`src/rtl/fifo_rd_packer.sv`:
```
// rtl/fifo_rd_packer.sv - FIFO read-side byte packer
//
// Purpose: reads WIDTH-bit entries from a synchronous FIFO (one-cycle read
// latency) and packs LANES of them into one output word. A flush pulse
// emits a partially filled word. The FIFO is never read while a word waits.
//
// Ports:
//   rd_clk    - sole clock, rising edge
//   res       - asynchronous active-low reset
//   empty     - FIFO empty flag
//   rdata     - FIFO read data, valid the cycle after a granted read
//   rd_en     - FIFO read request (combinational)
//   flush     - single-cycle request to emit a partial word
//   out_data  - packed word, byte k at [k*WIDTH +: WIDTH]
//   out_bytes - number of valid bytes in out_data
//   out_valid - out_data/out_bytes valid
//   out_ready - consumer accept
//   words_out - saturating count of accepted words

module fifo_rd_packer #(
  parameter int WIDTH = 8,
  parameter int LANES = 4,
  parameter int CNT_W = $clog2(LANES) + 1
) (
  input  logic                   rd_clk,
  input  logic                   res,
  input  logic                   empty,
  input  logic [WIDTH-1:0]       rdata,
  output logic                   rd_en,
  input  logic                   flush,
  output logic [WIDTH*LANES-1:0] out_data,
  output logic [CNT_W-1:0]       out_bytes,
  output logic                   out_valid,
  input  logic                   out_ready,
  output logic [15:0]            words_out
);

  localparam int IDX_W = $clog2(LANES);
  localparam logic [CNT_W-1:0] LP_FULL = CNT_W'(LANES);
  localparam logic [CNT_W-1:0] LP_LAST = CNT_W'(LANES - 1);

  typedef enum logic {
    S_FILL = 1'b0,
    S_OUT  = 1'b1
  } state_t;

  state_t            r_state;
  state_t            w_state_nxt;
  logic              r_rd_pend;
  logic              r_flush_pend;
  logic [CNT_W-1:0]  r_req_cnt;
  logic [CNT_W-1:0]  r_cap_cnt;
  logic [CNT_W-1:0]  r_out_bytes;
  logic [CNT_W-1:0]  w_out_bytes_nxt;
  logic [WIDTH-1:0]  r_lanes [LANES];
  logic [15:0]       r_words_out;
  logic              w_rd_en;
  logic              w_hs;
  logic              w_flush_clr;

  // Next-state / control. A word is complete either when the capture that
  // fills the last lane lands, or when a pending flush sees no byte in flight.
  always_comb begin
    w_state_nxt     = r_state;
    w_out_bytes_nxt = r_out_bytes;
    w_flush_clr     = 1'b0;
    // Gated by res so the request is low while reset is held.
    w_rd_en = res && (r_state == S_FILL) && !empty && !r_flush_pend &&
              (r_req_cnt < LP_FULL);
    w_hs    = (r_state == S_OUT) && out_ready;
    case (r_state)
      S_FILL: begin
        if (r_rd_pend && (r_cap_cnt == LP_LAST)) begin
          w_state_nxt     = S_OUT;
          w_out_bytes_nxt = LP_FULL;
        end else if (r_flush_pend && !r_rd_pend) begin
          if (r_cap_cnt != '0) begin
            w_state_nxt     = S_OUT;
            w_out_bytes_nxt = r_cap_cnt;
          end else begin
            w_flush_clr = 1'b1;
          end
        end
      end
      S_OUT: begin
        if (out_ready) begin
          w_state_nxt     = S_FILL;
          w_out_bytes_nxt = '0;
        end
      end
      default: begin
        w_state_nxt     = S_FILL;
        w_out_bytes_nxt = '0;
      end
    endcase
  end

  always_ff @(posedge rd_clk or negedge res) begin
    if (!res) begin
      r_state     <= S_FILL;
      r_out_bytes <= '0;
    end else begin
      r_state     <= w_state_nxt;
      r_out_bytes <= w_out_bytes_nxt;
    end
  end

  always_ff @(posedge rd_clk or negedge res) begin
    if (!res) begin
      r_rd_pend    <= 1'b0;
      r_flush_pend <= 1'b0;
      r_req_cnt    <= '0;
      r_cap_cnt    <= '0;
      r_words_out  <= '0;
      for (int k = 0; k < LANES; k++) begin
        r_lanes[k] <= '0;
      end
    end else begin
      r_rd_pend <= w_rd_en;
      if (w_hs) begin
        // Lanes are zeroed here so a later flushed word has zero fill.
        for (int k = 0; k < LANES; k++) begin
          r_lanes[k] <= '0;
        end
        r_req_cnt    <= '0;
        r_cap_cnt    <= '0;
        r_flush_pend <= 1'b0;
        if (r_words_out != 16'hFFFF) begin
          r_words_out <= r_words_out + 16'd1;
        end
      end else begin
        if (w_rd_en) begin
          r_req_cnt <= r_req_cnt + 1'b1;
        end
        if (r_rd_pend) begin
          r_lanes[r_cap_cnt[IDX_W-1:0]] <= rdata;
          r_cap_cnt                     <= r_cap_cnt + 1'b1;
        end
        // A new flush wins over clearing a stale one in the same cycle.
        if ((r_state == S_FILL) && flush) begin
          r_flush_pend <= 1'b1;
        end else if (w_flush_clr) begin
          r_flush_pend <= 1'b0;
        end
      end
    end
  end

  always_comb begin
    out_data = '0;
    for (int k = 0; k < LANES; k++) begin
      out_data[k*WIDTH +: WIDTH] = r_lanes[k];
    end
  end

  assign rd_en     = w_rd_en;
  assign out_valid = (r_state == S_OUT);
  assign out_bytes = r_out_bytes;
  assign words_out = r_words_out;

endmodule

```
`config.mk`:
```
export PLATFORM = sky130hd
export DESIGN_NAME = fifo_rd_packer
export DESIGN_NICKNAME = d
export VERILOG_FILES = /design/src/rtl/fifo_rd_packer.sv
export SDC_FILE = /design/constraint.sdc
export NUM_CORES = 1
export LEC_CHECK = 0
export ABC_AREA = 1
export BUFFER_PORTS_ARGS = -buffer_cell sky130_fd_sc_hd__buf_2
export CAP_MARGIN = 20
export CORE_MARGIN = 2
export CORE_UTILIZATION = 50
export DETAILED_ROUTE_END_ITERATION = 8
export PLACE_DENSITY_LB_ADDON = 0.2
export SYNTH_ARGS = -nofsm -noshare
export SYNTH_HDL_FRONTEND = slang
export SYNTH_SLANG_ARGS = --single-unit
```
`constraint.sdc`:
```
create_clock -name rd_clk -period 1.4 [get_ports rd_clk]
set_input_delay 0.07 -clock rd_clk [delete_from_list [all_inputs] [get_ports rd_clk]]
set_output_delay 0.07 -clock rd_clk [all_outputs]
set_load 0.01 [all_outputs]
```
==> impl_metrics.env <==
export IMPL_failed_checks="negative setup slack"
export IMPL_hold_end="out_data[14]$_DFFE_PN0P_"
export IMPL_worst_ep_required_time_ns=1.63
export IMPL_final_hold_worst_slack_ns=0.00987
export IMPL_tritoncts_num_sinks=60
export IMPL_static_leakage_power_uw=0.00217
export IMPL_worst_r2r_startpoint="r_cap_cnt[1]$_DFFE_PN0P_"
export IMPL_share_of_async_settable_or_async_resettable_flops_after_synthesis_pct=100
export IMPL_post_route_util_pct=73.3
export IMPL_outcome="finished with violations"
export IMPL_dr_drc_count=0
export IMPL_layout_min_cycle_time_ns=1.45
export IMPL_slew_violations=0
export IMPL_critical_register_to_register_path_endpoint="out_bytes[2]$_DFFE_PN0P_"
export IMPL_critical_path_n_buffers_inverters=0
export IMPL_most_used_standard_cell_by_instance_count_after_synthesis="sky130_fd_sc_hd__nand2_1"
export IMPL_worstPathArrival_ns=1.68
export IMPL_final_hold_viol_count=0
export IMPL_postRouteAntennaNets=0
export IMPL_synth_top_area_share_pct=52.5
export IMPL_clkLatencyLatePin_ns=0.35
export IMPL_clockBufferDepth=2
export IMPL_power_clock_fraction_pct=28.0
export IMPL_initial_core_util_pct=51.9
export IMPL_antenna_found_initial=0
export IMPL_n_antenna_cell=0
export IMPL_dpl_worst_slack_ns=-0.0441
export IMPL_placedCellCount=490
export IMPL_multi_input_area_sq_um=1360
export IMPL_slowest_stage="sky130_fd_sc_hd__dfrtp_1"
export IMPL_slowest_delay_ns=0.44
export IMPL_cts_tree="done"
export IMPL_synth_top_cells_by_count="sky130_fd_sc_hd__nand2_1 (87), sky130_fd_sc_hd__dfrtp_1 (60), sky130_fd_sc_hd__nand3_1 (44), sky130_fd_sc_hd__inv_1 (33), sky130_fd_sc_hd__o21ai_1 (22)"
export IMPL_ys_ff_latch=60
export IMPL_grt_pass1_wl_um=11900
export IMPL_placement_io_buffers=65
export IMPL_layout_area_overhead_vs_synth_pct=41.1
export IMPL_most_frequently_used_flop_master_after_synthesis="sky130_fd_sc_hd__dfrtp_1"
export IMPL_clock_tree_root_cell="sky130_fd_sc_hd__clkbuf_8"
export IMPL_fin_ws_ns=-0.0477
export IMPL_synth_yosys_seq_area_share_pct=52.5
export IMPL_die_height_um=79.6
export IMPL_min_delay_path_depth=3
export IMPL_sw_frac_of_total_pct=36.2
export IMPL_hp_class="primary input to flip-flop"
export IMPL_dr_pass1_iters=4
export IMPL_top_level_ports=66
export IMPL_cap_violations=0
export IMPL_final_min_period_over_clock_period_pct=103
export IMPL_postSynthAreaPerCell_sq_um=8.44
export IMPL_rrSetupSlack_ns=-0.05
export IMPL_globalRoute_totalOverflow=0
export IMPL_vdd_ir_drop_worst_v=0.000891
export IMPL_intPower_uw=4200
export IMPL_worstPathCellList="ha_2, ha_4, nand2_4, nand2_4, nor2_4, nor2_4, nand3_2, nand2_1"
export IMPL_switchingPower_uw=2380
export IMPL_first_iter_violations=190
export IMPL_per_cell_routed_wire_length_um=14.6
export IMPL_seqCellArea_sq_um=1500
export IMPL_power_density_nw_per_um2=1630
export IMPL_timing_max_slew_rel_slack_pct=49.6
export IMPL_numCtsBuffers=9
export IMPL_crit_path_start_kind="flip-flop"
export IMPL_die_area_sq_um=6340
export IMPL_ctsHtreeMaxLevel=3
export IMPL_synth_area_sq_um=2860
export IMPL_critPathKind="flip-flop to flip-flop"
export IMPL_p_seq_share_pct=36.0
export IMPL_cts_reportedPaths_clkPinSlew_ns=0.08
export IMPL_ys_warnings_count=0
export IMPL_dieWidth_um=79.6
export IMPL_hp_start="rdata[6]"
export IMPL_std_cell_rows=27
export IMPL_cp_max_fo=4
export IMPL_first_global_vias=2524
export IMPL_postPlaceCellArea_sq_um=3420
export IMPL_nets=471
export IMPL_detailroute_via_count=2751
export IMPL_syn_num_nets=359
export IMPL_gr_usage_all_layers_pct=24.5
export IMPL_netlist_instances=339
export IMPL_final_cell_area_sq_um=4040
export IMPL_achievable_frequency_mhz=691
export IMPL_cells_taking_the_most_area_after_synthesis="sky130_fd_sc_hd__dfrtp_1 (52%), sky130_fd_sc_hd__nand2_1 (11%), sky130_fd_sc_hd__nand3_1 (7.7%)"
export IMPL_n_fill_cell=397
export IMPL_tightest_slew_ns=0.756
export IMPL_finalWeightedCongestion=0.808
export IMPL_detail_placement_hpwl_um=4870
export IMPL_synth_top_cell_by_area="sky130_fd_sc_hd__dfrtp_1"
export IMPL_synth_enable_flop_cells=0
export IMPL_grt_start_max_net_pins=61
export IMPL_number_of_cells_on_the_worst_reg_to_reg_path=8
export IMPL_post_synth_num_cell_types=26
export IMPL_design_core_area_sq_um=5510
export IMPL_detail_route_vias_per_cell=5.21
export IMPL_setup_worst_path_end_class="flip-flop"
export IMPL_timing_critical_path_max_delay_family="simple AND/OR/NAND/NOR gates"
export IMPL_grt_setup_unrepaired="yes"
export IMPL_drive_gt1_share_pct=36.4
export IMPL_combPwrFrac_pct=36.0
export IMPL_totalWireLength_um=7720
export IMPL_final_setup_skew_ns=0.0126
export IMPL_layoutNonFillerInstCount=528
export IMPL_finalSetupViolations=3
-- per-layer routing --
layer	up-vias	track usage (%)	part of all wire, %
met4	0	11.0	1.2
li1	1339	-	-
met5	-	0	0
met3	8	5.54	5.5
met2	71	38.4	50
met1	1333	32.5	43
-- power groups by stage --
stage | sequential (uW) | combinational, uW | clock, uW
4_1_cts | 2330 | 1970 | 1850
3_3_place_gp | 2350 | 1770 | 0
5_1_grt | 2420 | 2630 | 1950
2_1_floorplan | 2500 | 911 | 0
6_report | 2370 | 2370 | 1840
3_5_place_dp | 2360 | 1830 | 0
-- timing repair --
action / in CTS / in global routing
gates resized for setup: 9 / 39
setup buffers: 5 / 10
hold buffers: 6 / 0
gates cloned: 0 / 1
endpoints found under the setup margin: 12 / 28
hold endpoints to repair: 65 / 0
pin swaps: 2 / 13
-- layout make-up --
class | count | area share, %
Clock inverter | 5 | 2.08
Multi-Input combinational cell | 232 | 33.6
Inverter | 38 | 3.66
Clock buffer | 11 | 3.75
Sequential cell | 60 | 37.3
Tap cell | 72 | 2.23
Timing Repair Buffer | 110 | 17.5
-- worst max path at each step --
| stage | end | cells after the start | startpoint |
|---|---|---|---|
| global placement | out_bytes[1]$_DFFE_PN0P_ | 8 | r_cap_cnt[0]$_DFFE_PN0P_ |
| detailed placement | out_bytes[2]$_DFFE_PN0P_ | 8 | r_cap_cnt[0]$_DFFE_PN0P_ |
| global route | out_bytes[2]$_DFFE_PN0P_ | 8 | r_cap_cnt[1]$_DFFE_PN0P_ |
| finish | out_bytes[2]$_DFFE_PN0P_ | 8 | r_cap_cnt[1]$_DFFE_PN0P_ |
| CTS | rd_en | 5 | out_valid$_DFF_PN0_ |
| floorplan | words_out[2]$_DFFE_PN0P_ | 8 | words_out[0]$_DFFE_PN0P_ |
-- logic make-up (layout without fill, tap and decap cells) --
logic type      after synthesis  count (layout)  synth area share (%)
fa+ha+maj                     7               7                  3.06
buf+inv                      48             164                  6.69
xor+xnor                      5               5                  1.53
simple gates                171             172                  27.4
compound gates               48              48                  8.84
flops                        60              60                  52.5
-- registers in the layout, summed over array words and instances (netlist names) --
signal / cells
r_cap_cnt: 3
out_bytes: 3
r_rd_pend: 1
out_data: 32
words_out: 16
out_valid: 1
r_flush_pend: 1
r_req_cnt: 3
-- cell usage in the layout, fill, tap and decap left out --
cell type / count
sky130_fd_sc_hd__inv_1: 32
sky130_fd_sc_hd__ha_4: 2
sky130_fd_sc_hd__dlygate4sd3_1: 6
sky130_fd_sc_hd__nand3b_1: 2
sky130_fd_sc_hd__buf_4: 36
sky130_fd_sc_hd__xnor2_1: 5
sky130_fd_sc_hd__nand2_2: 9
sky130_fd_sc_hd__nor3_4: 1
sky130_fd_sc_hd__nand3_2: 5
sky130_fd_sc_hd__o21ai_0: 15
sky130_fd_sc_hd__dfrtp_2: 2
sky130_fd_sc_hd__clkinv_4: 1
sky130_fd_sc_hd__o21ai_2: 1
sky130_fd_sc_hd__inv_6: 1
sky130_fd_sc_hd__nand2_8: 1
sky130_fd_sc_hd__clkinvlp_4: 2
sky130_fd_sc_hd__buf_2: 64
sky130_fd_sc_hd__ha_1: 3
sky130_fd_sc_hd__buf_12: 1
sky130_fd_sc_hd__ha_2: 2
sky130_fd_sc_hd__o22ai_4: 1
sky130_fd_sc_hd__a21oi_2: 1
sky130_fd_sc_hd__bufinv_16: 2
sky130_fd_sc_hd__dfrtp_1: 58
sky130_fd_sc_hd__nor2_4: 7
sky130_fd_sc_hd__nand2_1: 77
sky130_fd_sc_hd__a21oi_1: 4
sky130_fd_sc_hd__a21oi_4: 1
sky130_fd_sc_hd__nand4_1: 9
sky130_fd_sc_hd__nor3_2: 1
sky130_fd_sc_hd__inv_2: 5
sky130_fd_sc_hd__nand2_4: 6
sky130_fd_sc_hd__buf_6: 3
sky130_fd_sc_hd__a211oi_1: 3
sky130_fd_sc_hd__clkbuf_8: 11
sky130_fd_sc_hd__nand3_1: 39
sky130_fd_sc_hd__o21ai_1: 22
sky130_fd_sc_hd__nor3_1: 1
sky130_fd_sc_hd__nor2_1: 14
-- worst reg2reg max path: cells and delay by family, from the launching register on --
family | cells | cell delay, ns
fa+ha+maj | 2 | 0.39
flops | 1 | 0.44
simple gates | 6 | 0.50
-- per-stage QoR --
step	power [uW]	TNS (ns)
after floorplan	3420	0
after global placement	4120	0
after detailed placement	4190	-0.123
after CTS	6150	0
after global routing	6990	-0.503
final	6580	-0.0874
Power figures use the tool's default switching activity.
